<file path="src/rtl/secure_boot_pkg.sv">
// Shared types and header-layout constants for the multi-slot secure boot controller.
// Header layout depends on ANTI_ROLLBACK_EN (see secure_boot_ctrl.sv).
package secure_boot_pkg;

    typedef enum logic [3:0] {
        ST_IDLE,
        ST_HDR_REQ,
        ST_HDR_WAIT,
        ST_DATA_REQ,
        ST_DATA_WAIT,
        ST_HASH_WAIT,
        ST_VERIFY,
        ST_SLOT_FAIL,
        ST_DONE_OK,
        ST_DONE_ERR
    } boot_state_e;

    // Narrow words (< 64 bits) pack version and length into the low 32 bits.
    localparam int HDR_WIDE_MIN_DATA_W = 64;
    localparam int HDR_LEN_W_WIDE      = 32;
    localparam int HDR_LEN_W_NARROW    = 16;
    localparam int HDR_VER_LSB_WIDE    = 32;
    localparam int HDR_VER_LSB_NARROW  = 16;
    localparam int HDR_VER_W           = 16;

    function automatic int word_bytes(input int data_w);
        return data_w / 8;
    endfunction

endpackage

</file>
<file path="src/rtl/boot_fetch_timer.sv">
// Single-outstanding memory fetch handshake with a per-request response timeout.
// A response that arrives after its request timed out is swallowed by the stale flag.
module boot_fetch_timer
    import secure_boot_pkg::*;
#(
    parameter int TIMEOUT_CYC = 1024
) (
    input  logic clk,
    input  logic reset,
    input  logic fetch_req,
    input  logic rsp_wait,
    input  logic mem_req_ready,
    input  logic mem_rsp_valid,
    output logic mem_req_valid,
    output logic req_accepted,
    output logic rsp_hit,
    output logic timed_out
);

    localparam int CNT_W = $clog2(TIMEOUT_CYC + 1);

    logic [CNT_W-1:0] cnt_q, cnt_d;
    logic             stale_q, stale_d;

    always_comb begin
        mem_req_valid = fetch_req;
        req_accepted  = fetch_req & mem_req_ready;
        rsp_hit       = rsp_wait & mem_rsp_valid & ~stale_q;
        timed_out     = rsp_wait & ~rsp_hit & (cnt_q == CNT_W'(TIMEOUT_CYC - 1));

        cnt_d   = cnt_q;
        stale_d = stale_q;

        // Counting only starts once the request has been accepted.
        if (req_accepted) begin
            cnt_d = '0;
        end else if (rsp_wait && !rsp_hit && !timed_out) begin
            cnt_d = cnt_q + 1'b1;
        end

        if (timed_out) begin
            stale_d = 1'b1;
        end else if (stale_q && mem_rsp_valid) begin
            stale_d = 1'b0;
        end
    end

    always_ff @(posedge clk) begin
        if (reset) begin
            cnt_q   <= '0;
            stale_q <= 1'b0;
        end else begin
            cnt_q   <= cnt_d;
            stale_q <= stale_d;
        end
    end

endmodule

</file>
<file path="src/rtl/secure_boot_ctrl.sv">
// Multi-slot secure boot controller: fetches, hashes and verifies firmware slots in order.
// Optional ANTI_ROLLBACK_EN adds a header version check against min_version.
module secure_boot_ctrl
    import secure_boot_pkg::*;
#(
    parameter int                DATA_W      = 32,
    parameter int                ADDR_W      = 32,
    parameter int                NUM_SLOTS   = 2,
    parameter logic [ADDR_W-1:0] SLOT_BASE   = '0,
    parameter logic [ADDR_W-1:0] SLOT_STRIDE = ADDR_W'(32'h0001_0000),
    parameter int                MAX_WORDS   = 16384,
    parameter int                TIMEOUT_CYC = 1024
) (
    input  logic                       clk,
    input  logic                       reset,
    input  logic                       start,
    output logic                       mem_req_valid,
    input  logic                       mem_req_ready,
    output logic [ADDR_W-1:0]          mem_req_addr,
    input  logic                       mem_rsp_valid,
    input  logic [DATA_W-1:0]          mem_rsp_data,
    output logic                       hash_init,
    output logic                       hash_valid,
    output logic [DATA_W-1:0]          hash_data,
    output logic                       hash_last,
    input  logic                       hash_done,
    output logic                       verify_start,
    output logic [$clog2(NUM_SLOTS):0] verify_slot,
    input  logic                       verify_done,
    input  logic                       verify_pass,
`ifdef ANTI_ROLLBACK_EN
    input  logic [15:0]                min_version,
    output logic [15:0]                boot_version,
`endif
    output logic                       boot_done,
    output logic                       boot_ok,
    output logic [$clog2(NUM_SLOTS):0] boot_slot,
    output logic [NUM_SLOTS-1:0]       fail_mask,
    output logic                       agent_enable
);

    localparam int                SLOT_W = $clog2(NUM_SLOTS) + 1;
    localparam logic [ADDR_W-1:0] WORD_B = ADDR_W'(word_bytes(DATA_W));

`ifdef ANTI_ROLLBACK_EN
    localparam int LEN_W   = (DATA_W >= HDR_WIDE_MIN_DATA_W) ? HDR_LEN_W_WIDE : HDR_LEN_W_NARROW;
    localparam int VER_LSB = (DATA_W >= HDR_WIDE_MIN_DATA_W) ? HDR_VER_LSB_WIDE : HDR_VER_LSB_NARROW;
`else
    localparam int LEN_W   = HDR_LEN_W_WIDE;
`endif
    localparam logic [31:0] LEN_MASK = 32'((64'd1 << LEN_W) - 64'd1);

    boot_state_e            state_q, state_d;
    logic [SLOT_W-1:0]      slot_q, slot_d;
    logic [31:0]            idx_q, idx_d;
    logic [31:0]            len_q, len_d;
    logic [NUM_SLOTS-1:0]   fail_mask_q, fail_mask_d;
    logic [SLOT_W-1:0]      boot_slot_q, boot_slot_d;

    logic                   fetch_req, rsp_wait;
    logic                   req_accepted, rsp_hit, timed_out;
    logic [31:0]            hdr_len;
    logic                   hdr_len_bad;
    logic [ADDR_W-1:0]      addr_calc;

`ifdef ANTI_ROLLBACK_EN
    logic [HDR_VER_W-1:0]   ver_q, ver_d;
    logic [HDR_VER_W-1:0]   boot_version_q, boot_version_d;
    logic [DATA_W-1:0]      hdr_shift;
    logic [HDR_VER_W-1:0]   hdr_ver;
`endif

    boot_fetch_timer #(
        .TIMEOUT_CYC (TIMEOUT_CYC)
    ) u_fetch (
        .clk           (clk),
        .reset         (reset),
        .fetch_req     (fetch_req),
        .rsp_wait      (rsp_wait),
        .mem_req_ready (mem_req_ready),
        .mem_rsp_valid (mem_rsp_valid),
        .mem_req_valid (mem_req_valid),
        .req_accepted  (req_accepted),
        .rsp_hit       (rsp_hit),
        .timed_out     (timed_out)
    );

    always_comb begin
        fetch_req   = (state_q == ST_HDR_REQ) || (state_q == ST_DATA_REQ);
        rsp_wait    = (state_q == ST_HDR_WAIT) || (state_q == ST_DATA_WAIT);
        addr_calc   = SLOT_BASE + ADDR_W'(slot_q) * SLOT_STRIDE + ADDR_W'(idx_q) * WORD_B;
        hdr_len     = mem_rsp_data[31:0] & LEN_MASK;
        hdr_len_bad = (hdr_len == 32'd0) || (hdr_len > 32'(MAX_WORDS));
`ifdef ANTI_ROLLBACK_EN
        hdr_shift   = mem_rsp_data >> VER_LSB;
        hdr_ver     = hdr_shift[HDR_VER_W-1:0];
`endif
    end

    always_comb begin
        state_d      = state_q;
        slot_d       = slot_q;
        idx_d        = idx_q;
        len_d        = len_q;
        fail_mask_d  = fail_mask_q;
        boot_slot_d  = boot_slot_q;
`ifdef ANTI_ROLLBACK_EN
        ver_d          = ver_q;
        boot_version_d = boot_version_q;
`endif
        hash_init    = 1'b0;
        hash_valid   = 1'b0;
        hash_data    = '0;
        hash_last    = 1'b0;
        verify_start = 1'b0;

        case (state_q)
            ST_IDLE: begin
                if (start) begin
                    state_d     = ST_HDR_REQ;
                    slot_d      = '0;
                    idx_d       = '0;
                    fail_mask_d = '0;
                end
            end
            ST_HDR_REQ: begin
                if (req_accepted) state_d = ST_HDR_WAIT;
            end
            ST_HDR_WAIT: begin
                if (rsp_hit) begin
                    len_d = hdr_len;
`ifdef ANTI_ROLLBACK_EN
                    ver_d = hdr_ver;
                    if (hdr_len_bad || (hdr_ver < min_version)) begin
`else
                    if (hdr_len_bad) begin
`endif
                        state_d = ST_SLOT_FAIL;
                    end else begin
                        hash_init = 1'b1;
                        idx_d     = 32'd1;
                        state_d   = ST_DATA_REQ;
                    end
                end else if (timed_out) begin
                    state_d = ST_SLOT_FAIL;
                end
            end
            ST_DATA_REQ: begin
                if (req_accepted) state_d = ST_DATA_WAIT;
            end
            ST_DATA_WAIT: begin
                // Payload is streamed straight through; the hash engine never stalls.
                if (rsp_hit) begin
                    hash_valid = 1'b1;
                    hash_data  = mem_rsp_data;
                    hash_last  = (idx_q == len_q);
                    if (idx_q == len_q) begin
                        state_d = ST_HASH_WAIT;
                    end else begin
                        idx_d   = idx_q + 32'd1;
                        state_d = ST_DATA_REQ;
                    end
                end else if (timed_out) begin
                    state_d = ST_SLOT_FAIL;
                end
            end
            ST_HASH_WAIT: begin
                if (hash_done) begin
                    verify_start = 1'b1;
                    state_d      = ST_VERIFY;
                end
            end
            ST_VERIFY: begin
                if (verify_done) begin
                    if (verify_pass) begin
                        state_d     = ST_DONE_OK;
                        boot_slot_d = slot_q;
`ifdef ANTI_ROLLBACK_EN
                        boot_version_d = ver_q;
`endif
                    end else begin
                        state_d = ST_SLOT_FAIL;
                    end
                end
            end
            ST_SLOT_FAIL: begin
                if (slot_q == SLOT_W'(NUM_SLOTS - 1)) begin
                    state_d = ST_DONE_ERR;
                end else begin
                    slot_d  = slot_q + 1'b1;
                    idx_d   = '0;
                    state_d = ST_HDR_REQ;
                end
            end
            ST_DONE_OK, ST_DONE_ERR: begin
                state_d = state_q;
            end
            default: begin
                state_d = ST_IDLE;
            end
        endcase

        if ((state_d == ST_SLOT_FAIL) && (state_q != ST_SLOT_FAIL)) begin
            fail_mask_d = fail_mask_q | (NUM_SLOTS'(1) << slot_q);
        end
    end

    always_ff @(posedge clk) begin
        if (reset) begin
            state_q     <= ST_IDLE;
            slot_q      <= '0;
            idx_q       <= '0;
            len_q       <= '0;
            fail_mask_q <= '0;
            boot_slot_q <= '0;
`ifdef ANTI_ROLLBACK_EN
            ver_q          <= '0;
            boot_version_q <= '0;
`endif
        end else begin
            state_q     <= state_d;
            slot_q      <= slot_d;
            idx_q       <= idx_d;
            len_q       <= len_d;
            fail_mask_q <= fail_mask_d;
            boot_slot_q <= boot_slot_d;
`ifdef ANTI_ROLLBACK_EN
            ver_q          <= ver_d;
            boot_version_q <= boot_version_d;
`endif
        end
    end

    always_comb begin
        mem_req_addr = fetch_req ? addr_calc : '0;
        verify_slot  = ((state_q == ST_HASH_WAIT) || (state_q == ST_VERIFY)) ? slot_q : '0;
        boot_done    = (state_q == ST_DONE_OK) || (state_q == ST_DONE_ERR);
        boot_ok      = (state_q == ST_DONE_OK);
        boot_slot    = boot_slot_q;
        fail_mask    = fail_mask_q;
        agent_enable = (state_q == ST_DONE_OK);
`ifdef ANTI_ROLLBACK_EN
        boot_version = boot_version_q;
`endif
    end

endmodule

</file>
<file path="config.mk">
export PLATFORM = sky130hd
export DESIGN_NAME = secure_boot_ctrl
export DESIGN_NICKNAME = d
export VERILOG_FILES = /design/src/rtl/secure_boot_pkg.sv /design/src/rtl/boot_fetch_timer.sv /design/src/rtl/secure_boot_ctrl.sv
export SDC_FILE = /design/constraint.sdc
export NUM_CORES = 1
export LEC_CHECK = 0
export CAP_MARGIN = 20
export CELL_PAD_IN_SITES_DETAIL_PLACEMENT = 1
export CELL_PAD_IN_SITES_GLOBAL_PLACEMENT = 2
export CORE_MARGIN = 8
export CORE_UTILIZATION = 31
export CTS_CLUSTER_DIAMETER = 150
export DETAILED_ROUTE_END_ITERATION = 16
export PLACE_DENSITY = 0.95
export RECOVER_POWER = 100
export SYNTH_ARGS = -nofsm -noshare
export SYNTH_HDL_FRONTEND = slang
export SYNTH_SLANG_ARGS = --single-unit
</file>
<file path="constraint.sdc">
create_clock -name clk -period 4.92 [get_ports clk]
set_input_delay 1.23 -clock clk [delete_from_list [all_inputs] [get_ports clk]]
set_output_delay 1.23 -clock clk [all_outputs]
set_load 0.01 [all_outputs]
</file>
# [Yosys cells after proc, flatten, opt, wreduce, memory -nomap -nowiden]
# Index checks and enable logic that the tools add are counted.
[totals] reg_bits=86 latchBits=0 ram_bits=0 romBits=0 out_inout_bits=78 wordCells=107 n_memories=0
[op_classes] add_sub_neg=4 mul=0 div=0 order_cmp=1 eq_ne=20 shifts=1 n_mux=40 bitwise=8 n_reduce_logical=25
[op_table] op="$mux W32" n=9
[op_table] op="$pmux W32 S4" n=1
[op_table] op="$mux W4" n=10
[op_table] op="$pmux W4 S9" n=1
[op_table] op="$add A18 B32 Y32" n=1
[op_table] op="$add A32 B1 Y32 const B" n=1
[op_table] op="$eq A32 B32 Y1" n=1
[op_table] op="$gt A32 B15 Y1 const B" n=1
[op_table] op="$logic_not A32 Y1" n=1
[op_table] op="$eq A4 B3 Y1 const B" n=5
[op_table] op="$ne A2 B2 Y1 const B" n=6
[op_table] op="$add A11 B1 Y11 const B" n=1
[op_table] op="$eq A11 B10 Y1 const B" n=1
[op_table] op="$mux W1" n=11
[op_table] op="$mux W2" n=5
[op_table] op="$eq A4 B2 Y1 const B" n=2
[op_table] op="$eq A4 B4 Y1 const B" n=2
[op_table] op="$reduce_bool A2 Y1" n=4
[op_table] op="$reduce_and A7 Y1" n=1
[op_table] op="$mux W3" n=2
[op_table] op="$reduce_and A3 Y1" n=2
[op_table] op="$and A1 B1 Y1" n=5
[op_table] op="$logic_or A1 B1 Y1" n=5
[op_table] op="$eq A4 B1 Y1 const B" n=1
[op_table] op="13 further kinds" n=20

# [Longest topological paths before layout]
# Gate-level depths: netlist of run 1.
[depth] depth_word=14 mapped_depth=11 ltp_nobuf=9

# [By module]
# A second synthesis of run 1 with hierarchy kept.
[hier_totals] hier_cells=699 area_unflattened_um2=5306.3
[by_module_without_submodules] module="secure_boot_ctrl" instances=1 cells_per_inst=627 area_each_um2=4648.2 seq_area_each_um2=1481.4
[by_module_without_submodules] module="boot_fetch_timer" instances=1 cells_per_inst=72 area_each_um2=658.1 seq_area_each_um2=240.2

# [Worst setup path after synthesis of run 1]
# OpenSTA, ideal clock, no wires.
[synth_path] path_type="input -> output" from="input mem_rsp_valid" to="output hash_init" arrival_ns=2.519 t_required_ns=3.690 path_slack_ns=1.171 stages=4 path_buffers=1 cell_sequence="nand2b_1 or4_1 buf_2 a2111oi_0"
[synth_between] elab_chain_cells=4
[synth_lines] item="start, declared" line_no="secure_boot_ctrl.sv:20" source="input logic mem_rsp_valid,"
[synth_lines] item="$and A1 B1 Y1 (2 in a row)" line_no="boot_fetch_timer.sv:28" source="rsp_hit = rsp_wait & mem_rsp_valid & ~stale_q;"
[synth_lines] item="$mux W1" line_no="secure_boot_ctrl.sv:130" source="if (rsp_hit) begin"
[synth_lines] item="$mux W1" line_no="secure_boot_ctrl.sv:117" source="case (state_q)"
[synth_lines] item="end, declared" line_no="secure_boot_ctrl.sv:22" source="output logic hash_init,"
# No other way between the ends.

# [Final worst setup path of run 1]
[layout_path] from="input mem_rsp_data[29]" to="output hash_init"
[layout_between] elab_chain_cells=5
[layout_lines] item="start, declared" line_no="secure_boot_ctrl.sv:21" source="input logic [DATA_W-1:0] mem_rsp_data,"
[layout_lines] item="$gt A32 B15 Y1 or $logic_not A32 Y1 (tied branches)" line_no="secure_boot_ctrl.sv:93" source="hdr_len_bad = (hdr_len == 32'd0) || (hdr_len > 32'(MAX_WORDS));"
[layout_lines] item="$logic_or A1 B1 Y1 *" line_no="secure_boot_ctrl.sv:93"
[layout_lines] item="$mux W1 *" line_no="secure_boot_ctrl.sv:136" source="if (hdr_len_bad) begin"
[layout_lines] item="$mux W1 *" line_no="secure_boot_ctrl.sv:130"
[layout_lines] item="$mux W1 *" line_no="secure_boot_ctrl.sv:117"
# Mark *: on every way between the ends. The rest lies on a longest branch, timed or not.

==> results by group, run 1 <==
Run status
  • Status: complete, but fails checks
  • Failing checks: capacitance limit, slew limit

Placed design
  • Area of placed instances: 0.00653 mm²
  • Placed wire-length estimate: 13800 µm
  • GPL Wtd Cong: 0.833
  • # port buffers: 115

Timing
  • Clk_skew: 0.00895 ns
  • Worst Max-Slew Pin Slew: 1.94 ns
  • Fin crit period: 4.68 ns
  • Final setup violation count: 0
  • Hold_ws: 0.468 ns
  • Rel. slew slack: -29.4%
  • Crit share post-route: 95.2%
  • Fmax: 214 MHz
  • Final Max Tran Viols: 43
  • RSZ-0062 raised after global routing: no
  • Total negative slack: 0 ns
  • Count of final hold-check violations: 0

Clock network
  • CTS tree: yes
  • Num CTS Buffers: 9
  • CTS HTree Levels: 3
  • # clock sinks: 86
  • Root Buffer: clkbuf_16
  • CTS clk-pin slew, worst paths: 0.06 ns
  • Hold Buf Count CTS: 0
  • Clk buf depth: 2
  • Setup bufs post-CTS: 0
  • Clock Latency Late Sink: 0.35 ns
  • Cts repair resizes: 0

Routing
  • DR iter-0 viols: 296
  • Routed met3 length: 821 µm
  • DRC: 0
  • 1st-pass router iterations: 5
  • Drt total wl: 18300 µm
  • DRT met1 WL: 8650 µm
  • Top layer in use: met4
  • Avg WL per Cell: 18.1 µm
  • Routed Antenna Nets: 0
  • Via count: 5255
  • Met2 routed WL: 8410 µm
  • Number of vias per cell: 5.20

Die
  • Die span in y: 146 µm
  • # rows: 47
  • Die outline width: 146 µm
  • I/O pin total: 118
  • Core ar.: 0.0165 mm²
  • Initial Util: 31.5%
  • Die ar.: 0.0212 mm²

Logic synthesis
  • Average cell area after synthesis: 7.51 µm²
  • Cell with the most instances after synthesis: nand2_1
  • Top FF cell, synth: dfxtp_1
  • Synth Register Bits: 86
  • Yosys cell types: 60
  • Area leader, netlist: dfxtp_1
  • Post-synth top area share: 33.0%
  • Top cells by count, synth: 121 x nand2_1, 86 x dfxtp_1, 60 x nor2_1, 51 x and3_1, 49 x a21oi_1
  • EDFF count, synth: 0
  • Ys async rst share: 0%
  • Cells after Synth: 694
  • Yosys warnings: 0
  • Sequential fraction of the synthesis area: 33.0%
  • Cell Area, Synth: 0.00521 mm²
  • Top cells by area, synth: dfxtp_1 33%, nand2_1 8.7%, xnor2_1 7.6%, and3_1 6.1%, a21oi_1 4.7%

Worst hold path
  • Worst hold start: len_q[14]$_SDFFE_PP0P_
  • Worst Hold Class: register to register
  • Hold Path Stages: 2
  • Worst Hold Path EP: len_q[14]$_SDFFE_PP0P_

GRT
  • GRT Total Usage: 17.2%
  • Initial antenna violation count: 0
  • Largest net degree at the start of global routing: 43
  • Vias in the first global route: 5438
  • First-pass GRT wire length: 29600 µm
  • Total gr overflow: 0

Worst setup path
  • Crit Path Max Fanout: 3
  • Arr. time, crit path: 3.45 ns
  • Reg2reg setup slack: 1.03 ns
  • Kind of critical path: input port to output pin
  • Crit end category: output pin
  • Worst Setup Start Kind: input port
  • CP required: 3.69 ns
  • R2r worst-path depth: 9
  • Critical register-to-register path endpoint: idx_q[13]$_SDFFE_PP0P_
  • Critical R2R Launch: state_q[1]$_SDFF_PP0_

Layout
  • Area grow syn2layout: 30.7%
  • Nets: 832
  • Ant. Diodes: 0
  • Proportion of layout cells with a drive suffix above 1: 4.05%
  • Fin area: 0.00682 mm²

Power
  • Leakage: 2.66 nW
  • Peak VDD IR: 0.000165 V
  • Power density over the cells: 238 mW/mm²
  • Power Total: 1.62 mW

Run
  • MaxCap Viol Count: 1
==> where the power goes <==
part | switching [mW] | internal [mW] | leakage (nW)
registers | 0.00818 | 0.700 | 0.693
clock network | 0.311 | 0.400 | 0.147
logic | 0.131 | 0.0706 | 1.82
total | 0.450 | 1.17 | 2.66
==> layout by cell type, fill, tap and decap left out, types with 3 or more instances in the layout <==
cell type	count
nand2_1	121
dfxtp_1	86
dlygate4sd3_1	78
nor2_1	59
and3_1	51
a21oi_1	49
xnor2_1	45
clkdlybuf4s50_1	37
nand4_1	25
nand3_1	19
inv_1	18
o21ai_0	16
nand2b_1	14
nor4_1	13
mux2i_1	13
xor2_1	11
nor3_1	10
or3_1	9
a211o_1	9
clkbuf_16	9
buf_4	8
and4_1	6
or4_1	6
a21o_1	6
ha_1	6
nor2b_1	4
nor3b_1	4
o21a_1	3
o41ai_1	3
o31ai_1	3
clkinv_4	3
clkbuf_1	3
==> cell type report <==
cell class / count / area, µm²
clock buffers: 9 / 225
clock inverters: 7 / 81.3
fillers: 2019 / 9710
inverters: 18 / 67.6
multi-input cells: 542 / 3200
flip-flops and latches: 86 / 1720
well taps: 220 / 275
repair buffers: 128 / 1240
==> critical path, cell delays in order <==
cell	delay, ns
clkdlybuf4s50_1	0.45
nor4_1	0.45
nand4_1	0.26
a2111oi_0	0.38
dlygate4sd3_1	0.68
==> layer usage <==
| layer | up-vias | track usage [%] |
|---|---|---|
| met5 | - | 0 |
| met4 | 0 | 6.04 |
| met3 | 24 | 3.70 |
| met2 | 116 | 27.6 |
| met1 | 2498 | 22.3 |
| li1 | 2617 | - |
==> metrics by stage <==
stage,util [%],std cells,setup WS [ns]
floorplan,-,695,1.17
global placement,39.5,993,0.232
detailed placement,39.5,993,0.194
CTS,41.4,1009,0.204
global route,41.2,1010,0.0651
finish,41.2,1010,0.237
==> sequential cells by signal, indices dropped and copies added, names as in the netlist <==
name / flops
u_fetch.cnt_q: 11
len_q: 32
state_q: 4
slot_q: 2
fail_mask: 2
idx_q: 32
boot_slot: 2
u_fetch.stale_q: 1
==> kinds of logic (layout without fill, tap and decap cells) <==
logic type / count (synthesis) / after routing / share of synthesized area (%)
simple gates: 353 / 353 / 33.9
compound gates: 111 / 111 / 13.9
flops: 86 / 86 / 33.0
buf+inv: 67 / 162 / 5.42
xor+xnor: 56 / 56 / 9.41
mux: 13 / 13 / 2.50
fa+ha+maj: 7 / 7 / 1.82
other cells: 1 / 2 / 0.0719
==> worst max path at each step <==
stage / start / endpoint / slack [ns] / cells after the start
after CTS: mem_rsp_data[28] / hash_init / 0.20 / 5
after global placement: mem_rsp_data[28] / hash_init / 0.23 / 5
after global routing: mem_rsp_data[14] / hash_init / 0.07 / 5
final: mem_rsp_data[29] / hash_init / 0.24 / 5
after detailed placement: mem_rsp_data[28] / hash_init / 0.19 / 5
after floorplan: mem_rsp_valid / hash_init / 1.17 / 4
Note: power is estimated with default switching activity, not from simulation.
==> run 2, diff against run 1 <==
--- a/config.mk
+++ b/config.mk
@@ -11,6 +11,7 @@
 export CORE_MARGIN = 8
 export CORE_UTILIZATION = 31
 export CTS_CLUSTER_DIAMETER = 150
+export CTS_CLUSTER_SIZE = 24
 export DETAILED_ROUTE_END_ITERATION = 16
 export PLACE_DENSITY = 0.95
 export RECOVER_POWER = 100
==> results of run 2 <==
No change in the layout: final DEF, timing and power equal those of run 1.
==> run 3, diff against run 2 <==
--- a/config.mk
+++ b/config.mk
@@ -15,6 +15,7 @@
 export DETAILED_ROUTE_END_ITERATION = 16
 export PLACE_DENSITY = 0.95
 export RECOVER_POWER = 100
+export SKIP_CTS_REPAIR_TIMING = 1
 export SYNTH_ARGS = -nofsm -noshare
 export SYNTH_HDL_FRONTEND = slang
 export SYNTH_SLANG_ARGS = --single-unit
==> results of run 3 <==
No change in the layout: final DEF, timing and power equal those of run 1.
